**config.mk**
```make
export PLATFORM = sky130hd
export DESIGN_NAME = sprite_line_reader
export DESIGN_NICKNAME = d
export VERILOG_FILES = /design/src/rtl/sprite_line_reader.sv
export SDC_FILE = /design/constraint.sdc
export NUM_CORES = 1
export LEC_CHECK = 0
export ABC_AREA = 1
export ABC_CLOCK_PERIOD_IN_PS = 4560
export BUFFER_PORTS_ARGS = -buffer_cell sky130_fd_sc_hd__buf_2
export CORE_ASPECT_RATIO = 1.1
export CORE_UTILIZATION = 45
export CTS_CLUSTER_DIAMETER = 150
export CTS_CLUSTER_SIZE = 14
export DETAILED_ROUTE_END_ITERATION = 8
export GPL_TIMING_DRIVEN = 0
export PLACE_DENSITY = 0.73
export SLEW_MARGIN = 30
export SYNTH_ARGS = -nofsm -noshare
export SYNTH_HDL_FRONTEND = slang
export SYNTH_SLANG_ARGS = --single-unit
```
**constraint.sdc**
```tcl
create_clock -name clk -period 4.56 [get_ports clk]
set_input_delay 0.456 -clock clk [delete_from_list [all_inputs] [get_ports clk]]
set_output_delay 0.456 -clock clk [all_outputs]
set_load 0.03 [all_outputs]
```
**src/rtl/sprite_line_reader.sv**
```systemverilog
// sprite_line_reader
//
// Composer-side reader for the double-buffered sprite line buffer. It owns
// buffer selection by flipping active_render_buffer on every line start. On
// each pixel strobe it issues one read of the line buffer at a horizontally
// scaled index. It delivers the decoded pixel two clocks after the strobe.
// When the line is done it reports the OR of all collision nibbles seen and
// asks for the buffer it just read to be erased.
//
// Ports
//   clk                  : clock
//   rst                  : asynchronous, active-low reset
//   line_start           : one-cycle pulse at the start of each visible line
//   active_width         : pixels per line, sampled at line_start
//   hscale               : per-pixel index increment, 1.7 fixed point
//   pixel_strobe         : request the next pixel
//   active_render_buffer : buffer currently owned by the renderer
//   composer_rd_idx      : read index into the composer-side buffer
//   composer_rd_data     : read data, valid one clock after the index changes
//   composer_erase_start : one-cycle erase request for the buffer just read
//   pixel_valid          : pixel_color / pixel_z are valid this cycle
//   pixel_color          : composer_rd_data[7:0]
//   pixel_z              : composer_rd_data[13:12]
//   line_collision       : OR of composer_rd_data[11:8] over the line
//   line_collision_valid : one-cycle pulse when line_collision is updated
//   line_overrun         : one-cycle pulse when a line is aborted
//
// state  | meaning
// -------+-----------------------------------------------------------------
// IDLE   | no line in progress, strobes ignored
// ACTIVE | accepting strobes until active_width pixels have been requested
// DRAIN  | all pixels requested, waiting for the read pipeline to empty
// ERASE  | collision reported, issuing the erase request for this buffer

module sprite_line_reader #(
    parameter int IDX_W  = 10,
    parameter int FRAC_W = 7
) (
    input  logic             clk,
    input  logic             rst,
    input  logic             line_start,
    input  logic [IDX_W-1:0] active_width,
    input  logic [7:0]       hscale,
    input  logic             pixel_strobe,
    output logic             active_render_buffer,
    output logic [IDX_W-1:0] composer_rd_idx,
    input  logic [15:0]      composer_rd_data,
    output logic             composer_erase_start,
    output logic             pixel_valid,
    output logic [7:0]       pixel_color,
    output logic [1:0]       pixel_z,
    output logic [3:0]       line_collision,
    output logic             line_collision_valid,
    output logic             line_overrun
);

    localparam int POS_W = IDX_W + FRAC_W;

    typedef enum logic [1:0] {
        ST_IDLE   = 2'd0,
        ST_ACTIVE = 2'd1,
        ST_DRAIN  = 2'd2,
        ST_ERASE  = 2'd3
    } state_t;

    state_t state_q, state_d;

    logic [POS_W-1:0] pos_q;
    logic [IDX_W-1:0] cnt_q;
    logic [IDX_W-1:0] width_q;
    logic [7:0]       hscale_q;
    logic [3:0]       coll_q;

    // Read pipeline: rd_pend marks an index issued last edge (RAM reading),
    // data_pend marks composer_rd_data holding a pixel to capture.
    logic rd_pend_q;
    logic data_pend_q;

    logic [IDX_W:0] cnt_inc;
    logic           last_pixel;
    logic           accept;
    logic           pipe_busy;
    logic           report;
    logic           overrun;
    logic           erase_now;

    // Bits 15:14 of the line-buffer word carry nothing this block uses.
    logic unused_rd_bits;
    assign unused_rd_bits = ^composer_rd_data[15:14];

    assign cnt_inc    = {1'b0, cnt_q} + {{IDX_W{1'b0}}, 1'b1};
    assign last_pixel = (cnt_inc == {1'b0, width_q});
    assign pipe_busy  = rd_pend_q | data_pend_q;

    always_ff @(posedge clk or negedge rst) begin
        if (!rst) begin
            state_q <= ST_IDLE;
        end else begin
            state_q <= state_d;
        end
    end

    // line_start overrides everything, including a strobe in the same cycle.
    always_comb begin
        state_d   = state_q;
        accept    = 1'b0;
        report    = 1'b0;
        overrun   = 1'b0;
        erase_now = (state_q == ST_ERASE);
        if (line_start) begin
            overrun = (state_q == ST_ACTIVE) || (state_q == ST_DRAIN);
            state_d = (active_width == '0) ? ST_DRAIN : ST_ACTIVE;
        end else begin
            case (state_q)
                ST_ACTIVE: begin
                    accept = pixel_strobe;
                    if (pixel_strobe && last_pixel) begin
                        state_d = ST_DRAIN;
                    end
                end
                ST_DRAIN: begin
                    if (!pipe_busy) begin
                        report  = 1'b1;
                        state_d = ST_ERASE;
                    end
                end
                ST_ERASE: begin
                    state_d = ST_IDLE;
                end
                default: begin
                    state_d = ST_IDLE;
                end
            endcase
        end
    end

    always_ff @(posedge clk or negedge rst) begin
        if (!rst) begin
            active_render_buffer <= 1'b0;
            composer_rd_idx      <= '0;
            composer_erase_start <= 1'b0;
            pixel_valid          <= 1'b0;
            pixel_color          <= '0;
            pixel_z              <= '0;
            line_collision       <= '0;
            line_collision_valid <= 1'b0;
            line_overrun         <= 1'b0;
            pos_q                <= '0;
            cnt_q                <= '0;
            width_q              <= '0;
            hscale_q             <= '0;
            coll_q               <= '0;
            rd_pend_q            <= 1'b0;
            data_pend_q          <= 1'b0;
        end else begin
            line_overrun         <= overrun;
            line_collision_valid <= report;
            composer_erase_start <= erase_now;

            rd_pend_q   <= accept;
            data_pend_q <= rd_pend_q;
            pixel_valid <= data_pend_q;

            if (data_pend_q) begin
                pixel_color <= composer_rd_data[7:0];
                pixel_z     <= composer_rd_data[13:12];
                coll_q      <= coll_q | composer_rd_data[11:8];
            end

            if (accept) begin
                composer_rd_idx <= pos_q[POS_W-1:FRAC_W];
                pos_q           <= pos_q + {{(POS_W-8){1'b0}}, hscale_q};
                cnt_q           <= cnt_inc[IDX_W-1:0];
            end

            if (report) begin
                line_collision <= coll_q;
            end

            // A new line discards whatever the old one still had in flight.
            if (line_start) begin
                active_render_buffer <= ~active_render_buffer;
                pos_q                <= '0;
                cnt_q                <= '0;
                coll_q               <= '0;
                width_q              <= active_width;
                hscale_q             <= hscale;
                rd_pend_q            <= 1'b0;
                data_pend_q          <= 1'b0;
                pixel_valid          <= 1'b0;
                pixel_color          <= pixel_color;
                pixel_z              <= pixel_z;
            end
        end
    end

endmodule
```
## Yosys cells after proc, flatten, opt, wreduce, memory -nomap -nowiden

Cells that the tools add are included.
W data, S select, Z words.

- Bits in registers: 82
- Bits in latches: 0
- Memory bits (writable): 0
- Memory bits (read-only): 0
- Input bits: 38
- Output and inout port bits: 29
- Logic and storage cells: 56
- Memories: 0

- $add $sub $neg: 2
- Multiply operators: 0
- Div/mod/pow operators: 0
- $lt $le $gt $ge: 0
- Equality and inequality tests: 6
- Shifts and indexed selects: 0
- Multiplexer cells: 20
- Bitwise operators: 4
- Reduce and logical (&&, ||, !) cells: 7

Operator list:

| kind | count |
|---|---|
| $mux W17 | 2 |
| $mux W10 | 2 |
| $add A17 B8 Y17 | 1 |
| $add A10 B1 Y11 const B | 1 |
| $eq A11 B10 Y1 | 1 |
| $logic_not A10 Y1 | 1 |
| $mux W1 | 9 |
| $mux W2 | 4 |
| $mux W4 | 2 |
| $eq A2 B2 Y1 const B | 2 |
| $or A4 B4 Y4 | 1 |
| $pmux W2 S2 | 1 |
| $reduce_and A2 Y1 | 2 |
| $reduce_bool A2 Y1 | 2 |
| $ne A3 B2 Y1 const B | 1 |
| $ne A3 B3 Y1 const B | 1 |
| $eq A2 B1 Y1 const B | 1 |
| $not A1 Y1 | 2 |
| $logic_and A1 B1 Y1 | 1 |
| $logic_or A1 B1 Y1 | 1 |
| $or A1 B1 Y1 | 1 |

## Logic depth before layout (Yosys ltp)

- Depth in word-level cells: 6
- Gate-level depth with buffers: 14
- Depth with buffers taken out: 14

## Worst setup path after synthesis

No wires, ideal clock.

- Path kind: reg2reg
- Start: register pos_q[0]
- End: register pos_q[12]
- Setup time: 71 ps
- Data arrival time: 1820 ps
- Required time: 4489 ps
- Path slack: 2669 ps
- Stages on the path, launching flop included: 12
- Path buffers: 0
- Period minus slack after synthesis: 1891 ps
- Cells stage by stage: dfrtp_1 > ha_1 > inv_1 > fa_1 > nand3b_1 > nor2_1 > nor2_1 > o21ai_2 > nand4_1 > o21ai_0 > nand2_1 > nor2_1

- Word-level cells in the longest chain between the ends: 3

RTL lines:

| item | line | RTL |
|---|---|---|
| start: declaration | 68 | `logic [POS_W-1:0] pos_q;` |
| start signal: assignment | 172 | `pos_q <= pos_q + {{(POS_W-8){1'b0}}, hscale_q};` |
| $add A17 B8 Y17 | 172 |  |
| $mux W17 | 170 | `if (accept) begin` |
| $mux W17 | 181 | `if (line_start) begin` |

Every way passes these cells. The select of a mux whose other input is x is not followed.
A chain may end at the register's enable or synchronous reset.

## Worst setup path after layout

Ends and elaborated chain as after synthesis.

==> out/qor.json <==
{
  "share_seq_of_total_power_pct": 45.5,
  "grt_first_pass_wirelength_um": 15160,
  "num-fill-cells": 766,
  "detail_route.iter0.violations": 191,
  "core_box_area_um2": 8452,
  "postSynthAreaPerCell_um2": 8.352,
  "die_wd_um": 91.43,
  "total_number_of_vias": 3358,
  "cts.path.max_buffers": 2,
  "worstSetupPathDepth": 11,
  "layout-area-overhead-vs-synth_pct": 18.33,
  "global_route.peak_usage_layer": "met2",
  "non_filler_cell_area_final_um2": 4684,
  "synth_top_flop_cell": "dfrtp_1",
  "run_status": "complete, no violations",
  "clkSinkCount": 82,
  "nets": 601,
  "detailedRoute.firstPassIterationCount": 4,
  "routed_via_density": 5.042,
  "swShare_pct": 33.46,
  "drc": 0,
  "post_cts_buffers": 0,
  "crit_top_cell": "nor2_1",
  "clk_pin_slew_worst_paths_ps": 80,
  "yosys_warnings": 0,
  "grt_pass1_vias": 3310,
  "design.portCount": 67,
  "timing.final.crit_period_ps": 2220,
  "seq_area_frac_synth_pct": 51.83,
  "rr_worst_depth": 11,
  "overflow": 0,
  "synth-edff-count": 0,
  "synth_fp_nets": 525,
  "critPathMaxStageDelay_ps": 400,
  "grt_setup_unrepaired": "no",
  "synth_top_cells_by_count": "nand2_1, dfrtp_1, inv_1",
  "clock_power_share_pct": 31.2,
  "grt_util_met2_pct": 36.90,
  "maximum_level_of_the_cts_h_tree": 3,
  "max_cap_viol_count": 0,
  "crit_slowest_cell": "fa_1",
  "post_route_clock_skew_ps": 7.606,
  "design.die.area_um2": 9177,
  "final.period_utilization_pct": 48.69,
  "mappedNetlistArea_um2": 3959,
  "die_h_um": 100.4,
  "critPathMaxFanout": 4,
  "dpl.hpwl_um": 6550,
  "globalRouteMet3Util_pct": 3.864,
  "dominant_delay_contributor_by_cell_family_on_the_critical_path": "simple AND/OR/NAND/NOR gates",
  "detail_route.wl_per_cell_um": 13.60,
  "dp.cells": 649,
  "max_slew.worst_pin.slew_ps": 530.6,
  "fin_tns_setup_ps": 0,
  "port_buf_inserts": 63,
  "synth_area_leader_cell": "dfrtp_1",
  "tritoncts_clock_tree": "built",
  "finalNonFillerCells": 666,
  "cts_root_buf": "clkbuf_8",
  "synth_cell_type_count": 34,
  "global_route.usage.met1_pct": 25.81,
  "antenna_violating_nets_post_route": 0,
  "ys_ff_latch": 82,
  "grt_start_max_net_pins": 63,
  "critical_path_arrival_ps": 2500,
  "vdd_drop_max_v": 0.0002164,
  "worstPathCellList": "ha_1 -> inv_1 -> fa_1 -> nand3b_1 -> nor2_1 -> nor2_1 -> o21ai_2 -> nand4_1 -> o21ai_0 -> nand2_1 -> nor2_1",
  "critPathCaptureType": "flip-flop",
  "max_clock_freq_ghz": 0.4504,
  "intPower_uw": 1277,
  "postSynthCellCount": 474,
  "placed_cell_area_um2": 4447,
  "initial_antenna_violation_count": 0,
  "timing_worst_setup_path_type": "flip-flop to flip-flop",
  "antenna_cells_inserted": 0,
  "finalMaxSlewViolations": 0,
  "setup_violations": 0,
  "post_route_cells_drive_above_1_share_pct": 19.28,
  "required_time_worst_endpoint_ps": 4840,
  "power.net_switching_uw": 641.8,
  "combPwrFrac_pct": 23.3,
  "leakagePower_uw": 0.002363,
  "inserted_clock_buffers": 9,
  "pwrdens_nw_per_um2": 409.5,
  "hold_class": "input port to flip-flop",
  "async_flop_share_pct": 100.0,
  "worst_slew_margin_rel_pct": 64.62,
  "finalHoldViolCount": 0,
  "initial_utilization_pct": 46.84,
  "gp_congestion": 0.8891,
  "totalWireLength_um": 9055,
  "global_route.usage.total_pct": 21.09,
  "worst_setup_path_start_kind": "flip-flop",
  "clock_latency_reported_for_the_late_side_of_the_worst_skew_pair_ps": 350,
  "hold_path_depth": 3,
  "worstPathBufferInverterCount": 1,
  "ys_top_cells_by_area": "dfrtp_1, nand2_1, o21ai_0, nand3_1, inv_1",
  "synth.top_cell.area_share_pct": 51.83,
  "synth.most_common_cell": "nand2_1",
  "placementRows": 35
}
## worst reg2reg max path, cell delays in order, from the launching register on
cell and delay, ps:
dfrtp_1 380, ha_1 180, inv_1 60, fa_1 400, nand3b_1 210, nor2_1 110
nor2_1 80, o21ai_2 210, nand4_1 190, o21ai_0 190, nand2_1 60, nor2_1 90
## cell families after synthesis
family | share of synthesized area, %
flip-flops | 51.83
adder cells (fa/ha/maj) | 4.298
buffers and inverters | 6.163
AND/OR/NAND/NOR | 26.20
AO/OA/AOI/OAI | 10.62
XOR/XNOR | 0.8849
## power groups by stage
stage               Sequential [µW]  Combinational [µW]  Clock (µW)
floorplan                      1000                 171           0
global placement                880                 434           0
detailed placement              886                 449           0
CTS                             872                 452         610
global route                    884                 495         644
finish                          872                 447         599
## per-layer routing
layer / up-vias / part of all wire (%)
met3: 13 / 3.0
met1: 1600 / 44
met5: - / 0
li1: 1689 / -
met4: 0 / 1.9
met2: 56 / 51
## state kept, by name (all words and copies together) (netlist names), 2 cells and up
register         cells
pos_q               17
cnt_q               10
composer_rd_idx     10
width_q             10
hscale_q             8
pixel_color          8
coll_q               4
line_collision       4
pixel_z              2
state_q              2
## cells in the final DEF, fill, tap and decap left out, types with 4 or more instances in the layout
| cell | synthesis | layout |
|---|---|---|
| buf_2 | 1 | 63 |
| o21ai_1 | 4 | 4 |
| dfrtp_1 | 82 | 82 |
| inv_1 | 45 | 45 |
| nor2_2 | 5 | 5 |
| nand2_2 | 6 | 6 |
| clkbuf_8 | 1 | 11 |
| ha_1 | 12 | 12 |
| nand4_1 | 7 | 7 |
| o22ai_1 | 7 | 7 |
| a21oi_1 | 11 | 11 |
| o21ai_0 | 41 | 41 |
| nand3_1 | 34 | 34 |
| nor2_1 | 20 | 20 |
| xor2_1 | 4 | 4 |
| nand2_1 | 154 | 154 |
| clkbuf_1 | 9 | 9 |
## worst paths after layout
check	from	to	slack [ps]
setup / recovery	pos_q[0]	pos_q[12]	2340
hold / removal	composer_rd_data[2]	pixel_color[2]	300
setup reg to reg	pos_q[0]	pos_q[12]	2340
hold reg to reg	pixel_color[0]	pixel_color[0]	470
max in group asynchronous	rst	pos_q[4]	3480
min in group asynchronous	rst	width_q[4]	510
## through the flow
step	worst slack [ps]	util [%]	hold WS [ps]	total power (µW)
3_5_place_dp	2373	52.61	316.3	1335
3_3_place_gp	2386	52.21	449.2	1315
4_1_cts	2340	55.43	291.2	1934
6_report	2340	55.43	300.7	1918
5_1_grt	2078	55.43	291.6	2022
2_1_floorplan	2669	-	160.4	1175
## timing repair
item                      4_1_cts  5_1_grt
hold buffers                    1        0
hold endpoints to repair       20        0
resized for setup               0        0
## layout make-up
cell class / instances / area (µm²) / area share [%]
clock buffer: 10 / 137.6 / 2.938
clock inverter: 6 / 90.09 / 1.923
multi-input combinational: 330 / 1663 / 35.50
inverter: 51 / 191.4 / 4.087
sequential: 82 / 2052 / 43.80
timing repair buffer: 65 / 359.1 / 7.666
tap: 111 / 138.9 / 2.965
buffer: 11 / 52.55 / 1.122
Note: power is estimated with default switching activity, not from simulation.
